<file path="src/rtl/meter_time_core.sv">
// Parking-meter time-keeping core: four-digit BCD remaining time with coin/preset
// requests, a deferred 1 Hz countdown and registered parked/low-time/expire flags.
module meter_time_core #(
    parameter int ADD_A        = 60,
    parameter int ADD_B        = 180,
    parameter int PRESET_SHORT = 10,
    parameter int PRESET_LONG  = 200,
    parameter int LOW_THRESH   = 180
) (
    input  logic       clk,
    input  logic       rst_n,
    input  logic       tick_1hz,
    input  logic       add_a,
    input  logic       add_b,
    input  logic       set_short,
    input  logic       set_long,
    output logic [3:0] digit3,
    output logic [3:0] digit2,
    output logic [3:0] digit1,
    output logic [3:0] digit0,
    output logic       parked,
    output logic       low_time,
    output logic       expire
);

    function automatic logic [15:0] to_bcd(input int v);
        logic [15:0] r;
        int          x;
        x = v;
        for (int i = 0; i < 4; i++) begin
            r[4*i +: 4] = 4'(x % 10);
            x = x / 10;
        end
        return r;
    endfunction

    // Per-digit carry; a carry out of the thousands digit saturates at 9999.
    function automatic logic [15:0] bcd_add_sat(input logic [15:0] a, input logic [15:0] b);
        logic [15:0] r;
        logic [4:0]  s;
        logic        c;
        c = 1'b0;
        for (int i = 0; i < 4; i++) begin
            s = {1'b0, a[4*i +: 4]} + {1'b0, b[4*i +: 4]} + {4'b0000, c};
            if (s > 5'd9) begin
                r[4*i +: 4] = 4'(s - 5'd10);
                c = 1'b1;
            end else begin
                r[4*i +: 4] = s[3:0];
                c = 1'b0;
            end
        end
        return c ? 16'h9999 : r;
    endfunction

    function automatic logic [15:0] bcd_dec(input logic [15:0] a);
        logic [15:0] r;
        logic        b;
        if (a == 16'h0000) return a;
        b = 1'b1;
        for (int i = 0; i < 4; i++) begin
            if (!b) begin
                r[4*i +: 4] = a[4*i +: 4];
            end else if (a[4*i +: 4] == 4'd0) begin
                r[4*i +: 4] = 4'd9;
            end else begin
                r[4*i +: 4] = a[4*i +: 4] - 4'd1;
                b = 1'b0;
            end
        end
        return r;
    endfunction

    function automatic logic bcd_lt(input logic [15:0] a, input logic [15:0] b);
        for (int i = 3; i >= 0; i--) begin
            if (a[4*i +: 4] != b[4*i +: 4]) return a[4*i +: 4] < b[4*i +: 4];
        end
        return 1'b0;
    endfunction

    localparam logic [15:0] ADD_A_BCD  = to_bcd(ADD_A);
    localparam logic [15:0] ADD_B_BCD  = to_bcd(ADD_B);
    localparam logic [15:0] SHORT_BCD  = to_bcd(PRESET_SHORT);
    localparam logic [15:0] LONG_BCD   = to_bcd(PRESET_LONG);
    localparam logic [15:0] THRESH_BCD = to_bcd(LOW_THRESH);

    logic [15:0] digits_q, digits_d;
    logic        pend_q, pend_d;
    logic        parked_q, parked_d;
    logic        low_q, low_d;
    logic        expire_q, expire_d;

    // A tick seen during a set is discarded; during an add it stays pending.
    always_comb begin
        digits_d = digits_q;
        pend_d   = pend_q | tick_1hz;
        expire_d = 1'b0;
        if (set_long) begin
            digits_d = LONG_BCD;
            pend_d   = 1'b0;
        end else if (set_short) begin
            digits_d = SHORT_BCD;
            pend_d   = 1'b0;
        end else if (add_b) begin
            digits_d = bcd_add_sat(digits_q, ADD_B_BCD);
        end else if (add_a) begin
            digits_d = bcd_add_sat(digits_q, ADD_A_BCD);
        end else if (pend_q || tick_1hz) begin
            digits_d = bcd_dec(digits_q);
            pend_d   = 1'b0;
            expire_d = (digits_q == 16'h0001);
        end
        parked_d = (digits_d != 16'h0000);
        low_d    = parked_d && bcd_lt(digits_d, THRESH_BCD);
    end

    always_ff @(posedge clk) begin
        if (!rst_n) begin
            digits_q <= 16'h0000;
            pend_q   <= 1'b0;
            parked_q <= 1'b0;
            low_q    <= 1'b0;
            expire_q <= 1'b0;
        end else begin
            digits_q <= digits_d;
            pend_q   <= pend_d;
            parked_q <= parked_d;
            low_q    <= low_d;
            expire_q <= expire_d;
        end
    end

    assign digit3   = digits_q[15:12];
    assign digit2   = digits_q[11:8];
    assign digit1   = digits_q[7:4];
    assign digit0   = digits_q[3:0];
    assign parked   = parked_q;
    assign low_time = low_q;
    assign expire   = expire_q;

endmodule

</file>
<file path="config.mk">
export PLATFORM = sky130hd
export DESIGN_NAME = meter_time_core
export DESIGN_NICKNAME = d
export VERILOG_FILES = /design/src/rtl/meter_time_core.sv
export SDC_FILE = /design/constraint.sdc
export NUM_CORES = 1
export LEC_CHECK = 0
export BUFFER_PORTS_ARGS = -buffer_cell sky130_fd_sc_hd__buf_2
export CAP_MARGIN = 30
export CELL_PAD_IN_SITES_DETAIL_PLACEMENT = 0
export CELL_PAD_IN_SITES_GLOBAL_PLACEMENT = 1
export CORE_ASPECT_RATIO = 2
export CORE_UTILIZATION = 44
export CTS_CLUSTER_SIZE = 10
export DETAILED_ROUTE_END_ITERATION = 12
export PLACE_DENSITY_LB_ADDON = 0.1
export SYNTH_ARGS = -nofsm -noshare
export SYNTH_HDL_FRONTEND = slang
export SYNTH_SLANG_ARGS = --single-unit
export TNS_END_PERCENT = 30
</file>
<file path="constraint.sdc">
create_clock -name clk -period 7.32 [get_ports clk]
set_input_delay 2.196 -clock clk [delete_from_list [all_inputs] [get_ports clk]]
set_output_delay 2.196 -clock clk [all_outputs]
set_load 0.005 [all_outputs]
</file>
* Word-level counts from Yosys, hierarchy flattened
Index checks and enable logic that the tools add are counted.
** Storage, ports and cells
- Register bits :: 20
- Bits of input ports :: 7
- Output and inout bits :: 19
** Cells by class
- $add $sub $neg :: 20
- Magnitude comparators :: 11
- Equal/unequal tests :: 3
- Multiplexer cells :: 110
- Bitwise operators :: 3
- Reductions and logical operators :: 12
** Operators with widths (number)
- 2-to-1 mux 16 bit :: 9
- 2-to-1 mux 1 bit :: 87
- 2-to-1 mux 4 bit :: 14
- greater-than comparator 5 x 4 -> 1 bit, second input constant :: 6
- subtractor 4 bit, second input constant :: 7
- == test 16 x 1 -> 1 bit, second input constant :: 1
- zero test 16 bit :: 1
- zero test 4 bit :: 4
- nonzero test 16 bit :: 1
- subtractor 4 x 1 -> 4 bit, second input constant :: 4
- adder 4 x 1 -> 5 bit :: 3
- adder 5 x 1 -> 5 bit :: 3
- < comparator 4 x 1 -> 1 bit, second input constant :: 3
- nonzero test 4 bit :: 2
- OR reduction 6 bit :: 1
- adder 4 x 1 -> 5 bit, second input constant :: 1
- adder 4 x 3 -> 5 bit, second input constant :: 1
- adder 4 x 4 -> 5 bit, second input constant :: 1
- greater-than comparator 4 bit, second input constant :: 1
- < comparator 4 bit, second input constant :: 1
- != test 4 x 1 -> 1 bit, second input constant :: 1
- != test 4 bit, second input constant :: 1
- OR reduction 3 bit :: 1
- inverter 1 bit :: 2
- other kinds (3) :: 3

* Logic depth before layout (Yosys ltp)
Gate-level depths: netlist of run 1.
- Word-level depth :: 44
- Gate-level depth with buffers :: 30
- Mapped depth without buffers :: 30

* Worst setup path after synthesis of run 1
Ideal clock, no wire load.
- Path kind :: reg2reg
- From :: reg digits_q[1]
- To :: reg parked_q, in the netlist parked
- Arrival :: 5.716 ns
- Data required time :: 7.205 ns
- Slack :: 1.490 ns
- Cell stages (with the launch flop) :: 28
- Path through :: dfxtp_1 > inv_1 > ha_1 > nor2_1 > o21a_1 > ha_1 > inv_1 > ha_1 > inv_1 > ha_1 > a21oi_1 > a221o_1 > inv_1 > ha_1 > inv_1 > ha_1 > or3_1 > o21ai_0 > nor2_1 > ha_1 > ha_1 > or3_1 > a31o_2 > nor2_1 > nor2_1 > a2111o_1 > or4b_1 > o21a_1
** On the way
- Word-level cells in the longest chain between the ends :: 33
- Elaborated cells between the ends (all ways) :: 106
- Those cells by class :: 14 x add/sub; 7 x order compare; 82 x mux; 3 x reduce/logical
** RTL lines
- start: declaration :: RTL line 87 : logic [15:0] digits_q, digits_d;
- start signal: assignment :: RTL line 125 : digits_q <= digits_d;
- greater-than comparator 4 bit :: RTL line 45 : if (s > 5'd9) begin
- 2-to-1 mux 1 bit :: RTL line 45
- 2-to-1 mux 1 bit :: RTL line 106 : end else if (add_a) begin
- 2-to-1 mux 1 bit :: RTL line 104 : end else if (add_b) begin
- 2-to-1 mux 1 bit :: RTL line 101 : end else if (set_short) begin
- 2-to-1 mux 1 bit :: RTL line 98 : if (set_long) begin
- adder 5 x 1 -> 5 bit :: RTL line 44 : s = {1'b0, a[4*i +: 4]} + {1'b0, b[4*i +: 4]} + {4'b0000, c};
- greater-than comparator 5 x 4 -> 1 bit :: RTL line 45
- [... 17 more ...]
- 2-to-1 mux 1 bit :: RTL line 101
- 2-to-1 mux 1 bit :: RTL line 98
- 2-to-1 mux 16 bit :: RTL line 53 : return c ? 16'h9999 : r;
- 2-to-1 mux 16 bit :: RTL line 106
- 2-to-1 mux 16 bit * :: RTL line 104
- 2-to-1 mux 16 bit * :: RTL line 101
- 2-to-1 mux 16 bit * :: RTL line 98
- nonzero test 16 bit * :: RTL line 113 : parked_d = (digits_d != 16'h0000);
- end signal: assignment :: RTL line 127 : parked_q <= parked_d;
- end: declaration :: RTL line 89 : logic parked_q, parked_d;
Mark *: on every way between the ends. The rest lies on a longest branch, timed or not. The select of a mux whose other input is x is not followed.
A chain may end at the register's enable or synchronous reset.

* Worst setup path after layout of run 1
Same ends and word-level chain as after synthesis.

==> results by group, run 1 <==
Cells and area
  – # diodes: 0
  – Finished Cell Area: 0.00281 mm2
  – Final net count: 402
  – FILL cells: 604
  – Area Overhead vs Synth: 8.02%
  – Layout cells sized above 1: 0.130

STA
  – Clock Skew: 5.80 ps
  – Final Max Tran Viols: 0
  – Period utilization: 0.901
  – Final setup vio count: 0
  – Worst slew pin tran: 815 ps
  – Final Hold Fails: 0
  – Sum of negative setup slack: 0 ps
  – Slew margin rel.: 0.454
  – RSZ-0062 raised after global routing: false
  – Fmax: 152 MHz
  – WHS: 634 ps
  – Minimum clock period: 6590 ps

Synth
  – Count of cell types in the netlist: 68
  – Area leader, netlist: dfxtp_1
  – Async set-reset flop share out of synthesis: 0
  – Post-synth top cells: 36 x nor2_1, 25 x ha_1, 23 x inv_1
  – Synth top area share: 0.154
  – Synth Flop Type: dfxtp_1
  – Syn nets: 390
  – Post-synth EDFFs: 0
  – Sequential share of the synthesized area: 0.154
  – Number of synthesized register bits: 20
  – Synth warn: 0
  – Top-count cell post-synth: nor2_1
  – Ranking of synthesized cells by area: dfxtp_1 15%, ha_1 12%, nor2_1 5.2%
  – Avg Cell Area, Syn: 7.28 um2
  – Mapped Cells: 358
  – Cell Area, Synth: 0.00260 mm2

Clocking
  – Setup Buffers After CTS: 0
  – Htree depth: 1
  – Root Driver: clkbuf_16
  – CTS sink cnt: 20
  – Worst-path clk slew: 60 ps
  – Clock buffer depth: 2
  – Inserted Clock Buffers: 3
  – CTS hold repair buffers: 0
  – TritonCTS clock tree: done
  – Worst skew pair latency: 250 ps
  – CTS resizes: 0

Hold path
  – Hold endpoint: digits_q[0]
  – WHS Path Cells: 2
  – Worst Hold Class: flop to flop
  – Hold_sp: digits_q[0]

Power and ir drop
  – Switch Pwr: 122 uW
  – Combinational fraction of design power: 0.330
  – Leak pwr: 0.00113 uW
  – Clock power share: 0.337
  – Sw Ratio: 0.333
  – Worst VDD drop: 0.211 mV
  – Sequential power share: 0.332
  – P_int: 244 uW
  – Power Density: 130 mW/mm2

Global route
  – First-pass GRT wire length: 13300 um
  – Congestion Overflow GR: 0
  – Largest net degree at the start of global routing: 27
  – Gr usage total: 0.267
  – Initial antenna violation count: 0
  – Vias in the first global route: 2758

Job
  – Max-cap viol count: 0

Route
  – DRC errors left: 0
  – Post-route ant nets: 0
  – WL final: 8160 um
  – DRT Pass-1 Iters: 4
  – Routed len/inst: 19.0 um
  – Vias per inst: 6.44
  – First DRT Iteration DRCs: 151
  – Routed vias: 2769

Setup path
  – Critical path class: flop to flop
  – Critical Path Fanout Max: 8
  – Crit path DAT: 6740 ps
  – Worst EP required: 7460 ps
  – CP startpoint: digits_q[1]
  – Worst r2r src: digits_q[1]
  – Flop2flop setup slack: 730 ps
  – Worst Reg2Reg Path Length in Cells: 27
  – CP Launch Type: flop
  – Reg2Reg Capture Point: parked
  – CP Capture Type: flop

Placement
  – Routability Congestion: 0.872
  – HPWL after DPL: 6330 um
  – Post-DP Area: 0.00273 mm2
  – IO buf count: 25

Floorplanning
  – Row count: 39
  – Initial Utilization: 0.456
  – Die Area: 0.00625 mm2
  – Core box area: 0.00571 mm2
  – Die Ht: 111 um
  – # IOs: 26
  – Die W: 56.4 um

Status
  – Outcome: completed
## critical path, cell delays in order, from the launching register on
cell,delay [ps]
dfxtp_1,380
inv_1,120
ha_1,210
nor2_1,200
o21a_1,200
ha_1,280
inv_1,90
ha_1,310
inv_1,120
ha_1,230
a21oi_1,100
a221o_1,350
inv_1,70
ha_1,200
inv_1,60
ha_1,260
or3_1,440
o21ai_0,150
nor2_1,100
ha_1,230
ha_1,250
or3_1,440
a31o_2,360
nor2_1,160
nor2_1,60
a2111o_1,420
or4b_1,500
o21a_1,180
## how the worst max path moves through the flow
stage                     slack, ps     end  cells after the start
final                           730  parked                     27
after global routing            330  parked                     27
after CTS                       780  parked                     27
after detailed placement        840  parked                     27
after global placement          880  parked                     26
after floorplan                1490  parked                     27
## logic make-up (layout without fill, tap and decap cells)
kind of cell               after synthesis  count (layout)  share of synthesized area
DFF                                     20              20                      0.154
AOI/OAI and AO/OA                      112             112                      0.300
muxes                                    4               4                     0.0163
buffers and inverters                   43              54                     0.0687
and+or+nand+nor                        146             146                      0.315
xor gates and xnor gates                 8               8                     0.0269
adders and majority gates               25              25                      0.120
## sequential cells by signal, summed over array words and instances (netlist names)
name and count:
digits_q 16, expire 1, low_time 1, parked 1, pend_q 1
## through the flow
step | util | power (uW) | worst slack (ps) | instances
after detailed placement | 0.477 | 243 | 840 | 426
after global routing | 0.493 | 386 | 326 | 430
after CTS | 0.493 | 368 | 783 | 430
after global placement | 0.477 | 244 | 884 | 426
after floorplan | - | 210 | 1490 | 358
final | 0.493 | 366 | 726 | 430
## cell usage in the layout (no fill, tap or decap), types with 6 or more instances in the layout
cell       n
ha_1      25
or3_1      7
o22ai_1    7
inv_1     23
a21oi_1   22
or2_2      7
nor2_1    36
nor4_1     7
buf_2     25
nand3_1    8
dfxtp_1   20
nor3_1    10
and2_1     9
o21ai_0   17
nand2_1   19
nor2b_1    9
xnor2_1    7
nand2b_1  10
a31oi_1   11
o21a_1     6
## layer usage
| layer | GRT usage | vias up | part of all wire | wire (um) |
|---|---|---|---|---|
| met4 | 0.154 | 0 | 0.049 | 398 |
| met2 | 0.464 | 79 | 0.51 | 4170 |
| met5 | 0 | - | 0 | 0 |
| met3 | 0.0175 | 32 | 0.039 | 320 |
| li1 | - | 1363 | - | - |
| met1 | 0.312 | 1295 | 0.40 | 3270 |
## area by class of cell
type	instances	area, um2	share of cell area
repair buffers	26	133	0.0471
clock buffers	4	88.8	0.0316
inverters	24	90.1	0.0320
well taps	61	76.3	0.0271
flip-flops and latches	20	400	0.142
multi-input cells	295	2030	0.720
## power groups by stage
stage / combinational, uW / clock [uW] / sequential, uW
final: 121 / 124 / 122
after global routing: 133 / 130 / 123
after CTS: 120 / 127 / 121
after detailed placement: 119 / 0 / 124
after global placement: 120 / 0 / 124
after floorplan: 90.5 / 0 / 119
No activity file was read; power rests on OpenSTA's default activity.
==> run 2: changes to the inputs <==
==> constraint.sdc (replaced) <==
create_clock -name clk -period 7.3 [get_ports clk]
set_input_delay 2.19 -clock clk [delete_from_list [all_inputs] [get_ports clk]]
set_output_delay 2.19 -clock clk [all_outputs]
set_load 0.005 [all_outputs]
==> results by group, run 2 (synthesized netlist as in run 1, its figures left out) <==
Power and ir drop
  – Sw Ratio: 0.336 (was 0.333)
  – Sequential power share: 0.330 (was 0.332)
  – P_int: 245 uW (was 244 uW)
  – Switch Pwr: 124 uW (was 122 uW)
  – Leak pwr: 0.00113 uW (unchanged)
  – Combinational fraction of design power: 0.328 (was 0.330)
  – Power Density: 131 mW/mm2 (was 130 mW/mm2)
  – Power Total: 369 uW (was 366 uW)
  – Clock power share: 0.342 (was 0.337)
  – Worst VDD drop: 0.140 mV (was 0.211 mV)

STA
  – Final Hold Fails: 0 (unchanged)
  – RSZ-0062 raised after global routing: false (unchanged)
  – Clock Skew: 4.02 ps (was 5.80 ps)
  – Final Max Tran Viols: 0 (unchanged)
  – Fmax: 152 MHz (about the same)
  – Slew margin rel.: 0.460 (was 0.454)
  – Sum of negative setup slack: 0 ps (unchanged)
  – Final setup vio count: 0 (unchanged)
  – Worst slew pin tran: 807 ps (was 815 ps)
  – Period utilization: 0.902 (was 0.901)
  – Minimum clock period: 6580 ps (was 6590 ps)

Setup path
  – Worst r2r src: digits_q[0] (was digits_q[1])
  – CP Launch Type: flop (unchanged)
  – Worst Reg2Reg Path Length in Cells: 26 (was 27)
  – Worst EP required: 7450 ps (was 7460 ps)
  – Critical path class: flop to flop (unchanged)
  – CP Capture Type: flop (unchanged)
  – Crit path DAT: 6730 ps (was 6740 ps)
  – Reg2Reg Capture Point: parked (unchanged)
  – Flop2flop setup slack: 720 ps (was 730 ps)
  – Critical Path Fanout Max: 8 (unchanged)

Cells and area
  – FILL cells: 596 (was 604)
  – Register area: 400 um2 (unchanged)
  – Finished Layout Cells: 430 (unchanged)
  – # diodes: 0 (unchanged)
  – Layout cells sized above 1: 0.130 (unchanged)
  – Max FFs per register: 16 (unchanged)
  – Largest Register: digits_q (unchanged)
  – Final net count: 402 (unchanged)
  – Multi-input logic area: 0.00203 mm2 (unchanged)
  – Area Overhead vs Synth: 8.02% (unchanged)
  – Most frequent cells in the layout: 36 x nor2_1, 25 x ha_1, 25 x buf_2, 23 x inv_1, 22 x a21oi_1 (unchanged)
  – Commonest non-fill, non-tap cell in the layout: nor2_1 (unchanged)

Job
  – Max-cap viol count: 0 (unchanged)

Floorplanning
  – Die Area: 0.00625 mm2 (unchanged)
  – Core box area: 0.00571 mm2 (unchanged)
  – Die W: 56.4 um (unchanged)
  – Row count: 39 (unchanged)
  – # IOs: 26 (unchanged)
  – Initial Utilization: 0.456 (unchanged)
  – Die Ht: 111 um (unchanged)

Global route
  – Largest net degree at the start of global routing: 27 (unchanged)
  – Initial antenna violation count: 0 (unchanged)
  – Gr usage total: 0.269 (was 0.267)
  – Congestion Overflow GR: 0 (unchanged)
  – First-pass GRT wire length: 13300 um (about the same)
  – Vias in the first global route: 2695 (was 2758)

Route
  – DRT Pass-1 Iters: 4 (unchanged)
  – Routed len/inst: 19.0 um (about the same)
  – DRC errors left: 0 (unchanged)
  – First DRT Iteration DRCs: 147 (was 151)
  – Post-route ant nets: 0 (unchanged)
  – WL final: 8160 um (about the same)
  – Vias per inst: 6.51 (was 6.44)
  – Routed vias: 2798 (was 2769)

Hold path
  – Hold endpoint: digits_q[0] (unchanged)
  – Worst Hold Class: flop to flop (unchanged)
  – Hold_sp: digits_q[0] (unchanged)
  – WHS Path Cells: 2 (unchanged)

Clocking
  – CTS hold repair buffers: 0 (unchanged)
  – Worst skew pair latency: 260 ps (was 250 ps)
  – Htree depth: 1 (unchanged)
  – CTS resizes: 0 (unchanged)
  – Clock buffer depth: 2 (unchanged)
  – TritonCTS clock tree: done (unchanged)
  – Inserted Clock Buffers: 3 (unchanged)
  – CTS sink cnt: 20 (unchanged)
  – Root Driver: clkbuf_16 (unchanged)
  – Worst-path clk slew: 50 ps (was 60 ps)
  – Setup Buffers After CTS: 0 (unchanged)

Placement
  – HPWL after DPL: 6320 um (was 6330 um)
  – Routability Congestion: 0.872 (unchanged)
  – IO buf count: 25 (unchanged)
  – Inst Count DP: 426 (unchanged)

Status
  – Outcome: completed (unchanged)
-- run 2: critical path, stage by stage, from the launching register on --
cell,delay (ps)
dfxtp_1,420
inv_1,110
ha_1,220
nor2_1,170
o21a_1,210
ha_1,280
ha_1,280
xnor2_1,200
ha_1,270
a21oi_1,100
a221o_1,350
inv_1,80
ha_1,200
inv_1,60
ha_1,260
or3_1,430
o21ai_0,150
nor2_1,100
ha_1,240
ha_1,250
or3_1,440
a31o_2,360
nor2_1,150
nor2_1,60
a2111o_1,420
or4b_1,500
o21a_1,180
-- run 2: power by group through the flow --
stage	combinational (uW)	clock [uW]	sequential, uW
final	121	126	122
after global routing	133	132	123
after CTS	120	129	122
after detailed placement	119	0	124
after global placement	120	0	124
after floorplan	90.8	0	120
-- run 2: how the worst max path moves through the flow --
stage                     start      to  slack, ps  cells after the start
floorplan           digits_q[1]  parked       1470                     27
global placement    digits_q[0]  parked        860                     26
detailed placement  digits_q[0]  parked        820                     26
CTS                 digits_q[0]  parked        760                     26
global route        digits_q[1]  parked        290                     27
finish              digits_q[0]  parked        720                     26
-- run 2: layout make-up --
| type | count | area share |
|---|---|---|
| multi-input cells | 295 | 0.720 |
| clock buffers | 4 | 0.0316 |
| inverters | 24 | 0.0320 |
| flip-flops and latches | 20 | 0.142 |
| repair buffers | 26 | 0.0471 |
| well taps | 61 | 0.0271 |
-- run 2: per-stage QoR --
step	cell area [um2]	utilization	hold WS [ps]	worst slack [ps]
3_5_place_dp	2730	0.477	611	816
2_1_floorplan	2610	-	574	1470
6_report	2810	0.493	631	718
4_1_cts	2810	0.493	626	762
3_3_place_gp	2730	0.477	601	864
5_1_grt	2810	0.493	666	290
-- run 2: routing by layer --
metal  wire length, um  part of all wire  vias to the layer above  track usage
met5                 0                 0                        -            0
met4               359             0.044                        0        0.150
met3               292             0.036                       26       0.0175
met2              4220              0.52                       84        0.471
met1              3280              0.40                     1325        0.315
li1                  -                 -                     1363            -
==> run 3: changes to the inputs <==
==> config.mk (replaced) <==
export PLATFORM = sky130hd
export DESIGN_NAME = meter_time_core
export DESIGN_NICKNAME = d
export VERILOG_FILES = /design/src/rtl/meter_time_core.sv
export SDC_FILE = /design/constraint.sdc
export NUM_CORES = 1
export LEC_CHECK = 0
export BUFFER_PORTS_ARGS = -buffer_cell sky130_fd_sc_hd__buf_2
export CORE_ASPECT_RATIO = 2
export CORE_UTILIZATION = 55
export CTS_CLUSTER_SIZE = 10
export DETAILED_ROUTE_END_ITERATION = 12
export PLACE_DENSITY = 0.75
export SYNTH_ARGS = -nofsm -noshare
export SYNTH_HDL_FRONTEND = slang
export SYNTH_SLANG_ARGS = --single-unit
export TNS_END_PERCENT = 30
==> results by group, run 3 (synthesized netlist as in run 1, its figures left out) <==
Status
  – Outcome: completed (unchanged)

Setup path
  – Flop2flop setup slack: 710 ps (was 720 ps)
  – Reg2Reg Capture Point: parked (unchanged)
  – CP Launch Type: flop (unchanged)
  – Worst r2r src: digits_q[0] (unchanged)
  – Worst Reg2Reg Path Length in Cells: 27 (was 26)
  – Worst EP required: 7470 ps (was 7450 ps)
  – CP Capture Type: flop (unchanged)
  – Crit path DAT: 6760 ps (was 6730 ps)
  – Critical path class: flop to flop (unchanged)
  – Critical Path Fanout Max: 8 (unchanged)

Cells and area
  – Layout cells sized above 1: 0.130 (unchanged)
  – Max FFs per register: 16 (unchanged)
  – # diodes: 0 (unchanged)
  – Most frequent cells in the layout: 36 x nor2_1, 25 x ha_1, 25 x buf_2, 23 x inv_1, 22 x a21oi_1 (unchanged)
  – Final net count: 402 (unchanged)
  – Largest Register: digits_q (unchanged)
  – Area Overhead vs Synth: 7.06% (was 8.02%)
  – Multi-input logic area: 0.00203 mm2 (unchanged)
  – Register area: 400 um2 (unchanged)
  – Commonest non-fill, non-tap cell in the layout: nor2_1 (unchanged)
  – Utilization after layout: 0.612 (was 0.493)
  – FILL cells: 452 (was 596)

Route
  – WL final: 7660 um (was 8160 um)
  – Post-route ant nets: 0 (unchanged)
  – Vias per inst: 6.75 (was 6.51)
  – Routed vias: 2861 (was 2798)
  – Routed len/inst: 18.1 um (was 19.0 um)
  – First DRT Iteration DRCs: 114 (was 147)
  – DRT Pass-1 Iters: 4 (unchanged)
  – DRC errors left: 0 (unchanged)

STA
  – Fmax: 152 MHz (about the same)
  – WHS: 650 ps (was 631 ps)
  – Final Hold Fails: 0 (unchanged)
  – RSZ-0062 raised after global routing: false (unchanged)
  – Final Max Tran Viols: 0 (unchanged)
  – Worst slew pin tran: 775 ps (was 807 ps)
  – Period utilization: 0.903 (was 0.902)
  – Setup ws final: 710 ps (was 718 ps)
  – Final setup vio count: 0 (unchanged)
  – Sum of negative setup slack: 0 ps (unchanged)
  – Clock Skew: 5.21 ps (was 4.02 ps)
  – Minimum clock period: 6590 ps (was 6580 ps)
  – Slew margin rel.: 0.483 (was 0.460)

Clocking
  – Clock buffer depth: 2 (unchanged)
  – Root Driver: clkbuf_8 (was clkbuf_16)
  – CTS resizes: 0 (unchanged)
  – CTS hold repair buffers: 0 (unchanged)
  – Worst-path clk slew: 80 ps (was 50 ps)
  – TritonCTS clock tree: done (unchanged)
  – CTS sink cnt: 20 (unchanged)
  – Worst skew pair latency: 270 ps (was 260 ps)
  – Inserted Clock Buffers: 3 (unchanged)
  – Setup Buffers After CTS: 0 (unchanged)
  – Htree depth: 1 (unchanged)

Placement
  – IO buf count: 25 (unchanged)
  – HPWL after DPL: 5900 um (was 6320 um)
  – Post-Place Worst Slack: 813 ps (was 816 ps)
  – Routability Congestion: 0.926 (was 0.872)

Global route
  – Largest net degree at the start of global routing: 27 (unchanged)
  – Congestion Overflow GR: 0 (unchanged)
  – First-pass GRT wire length: 12500 um (was 13300 um)
  – Vias in the first global route: 2715 (was 2695)
  – Gr usage total: 0.321 (was 0.269)
  – Initial antenna violation count: 0 (unchanged)

Hold path
  – Hold_sp: digits_q[0] (unchanged)
  – Hold endpoint: digits_q[0] (unchanged)
  – Worst Hold Class: flop to flop (unchanged)
  – WHS Path Cells: 2 (unchanged)

Floorplanning
  – Die Ht: 99.3 um (was 111 um)
  – Core box area: 0.00455 mm2 (was 0.00571 mm2)
  – Initial Utilization: 0.572 (was 0.456)
  – # IOs: 26 (unchanged)
  – Die W: 50.7 um (was 56.4 um)
  – Die Area: 0.00503 mm2 (was 0.00625 mm2)
  – Row count: 35 (was 39)

Power and ir drop
  – Switch Pwr: 122 uW (was 124 uW)
  – Clock power share: 0.321 (was 0.342)
  – P_int: 234 uW (was 245 uW)
  – Combinational fraction of design power: 0.338 (was 0.328)
  – Sequential power share: 0.341 (was 0.330)
  – Power Density: 128 mW/mm2 (was 131 mW/mm2)
  – Leak pwr: 0.00113 uW (about the same)
  – Worst VDD drop: 0.180 mV (was 0.140 mV)
  – Sw Ratio: 0.343 (was 0.336)

Job
  – Max-cap viol count: 0 (unchanged)
[run 3: how the worst max path moves through the flow]
stage                      startpoint      to  slack, ps  depth (start not counted)
after floorplan           digits_q[1]  parked       1470                         27
after global placement    digits_q[1]  parked        950                         26
after detailed placement  digits_q[0]  parked        810                         28
after CTS                 digits_q[0]  parked        770                         27
after global routing      digits_q[0]  parked        210                         27
final                     digits_q[0]  parked        710                         27
[run 3: routing by layer]
layer / part of all wire / up-vias / wire length [um] / global-route usage
met4: 0.067 / 0 / 515 / 0.231
li1: - / 1361 / - / -
met5: 0 / - / 0 / 0
met3: 0.050 / 47 / 382 / 0.0306
met2: 0.51 / 119 / 3870 / 0.561
met1: 0.38 / 1334 / 2890 / 0.345
[run 3: cell type report]
cell class | instances | share of cell area
Clock buffer | 3 | 0.0148
Clock inverter | 1 | 0.0108
Inverter | 24 | 0.0323
Multi-Input combinational cell | 295 | 0.726
Sequential cell | 20 | 0.144
Tap cell | 55 | 0.0247
Timing Repair Buffer | 26 | 0.0476
[run 3: per-stage QoR]
stage,instances,total power [uW],cell area (um2)
after global routing,424,375,2790
after global placement,420,240,2720
final,424,356,2790
after detailed placement,420,241,2720
after CTS,424,354,2790
after floorplan,358,211,2610
[run 3: power groups by stage]
stage	sequential [uW]	clock, uW	combinational [uW]
floorplan	120	0	90.8
global placement	124	0	117
detailed placement	124	0	117
CTS	121	115	118
global route	122	119	133
finish	122	115	120
[run 3: worst max-delay path, cell delays in order, from the launching register on]
cell and delay (ps):
dfxtp_1 430, inv_1 110, ha_1 220, nor2_1 180, o21a_1 190, ha_1 270, inv_1 90, ha_1 310
inv_1 130, ha_1 220, a21oi_1 90, a221o_1 350, inv_1 70, ha_1 150, inv_1 40, ha_1 270
or3_1 460, o21ai_0 160, nor2_1 110, ha_1 240, ha_1 250, or3_1 440, a31o_2 360, nor2_1 170
nor2_1 60, a2111o_1 410, or4b_1 500, o21a_1 180
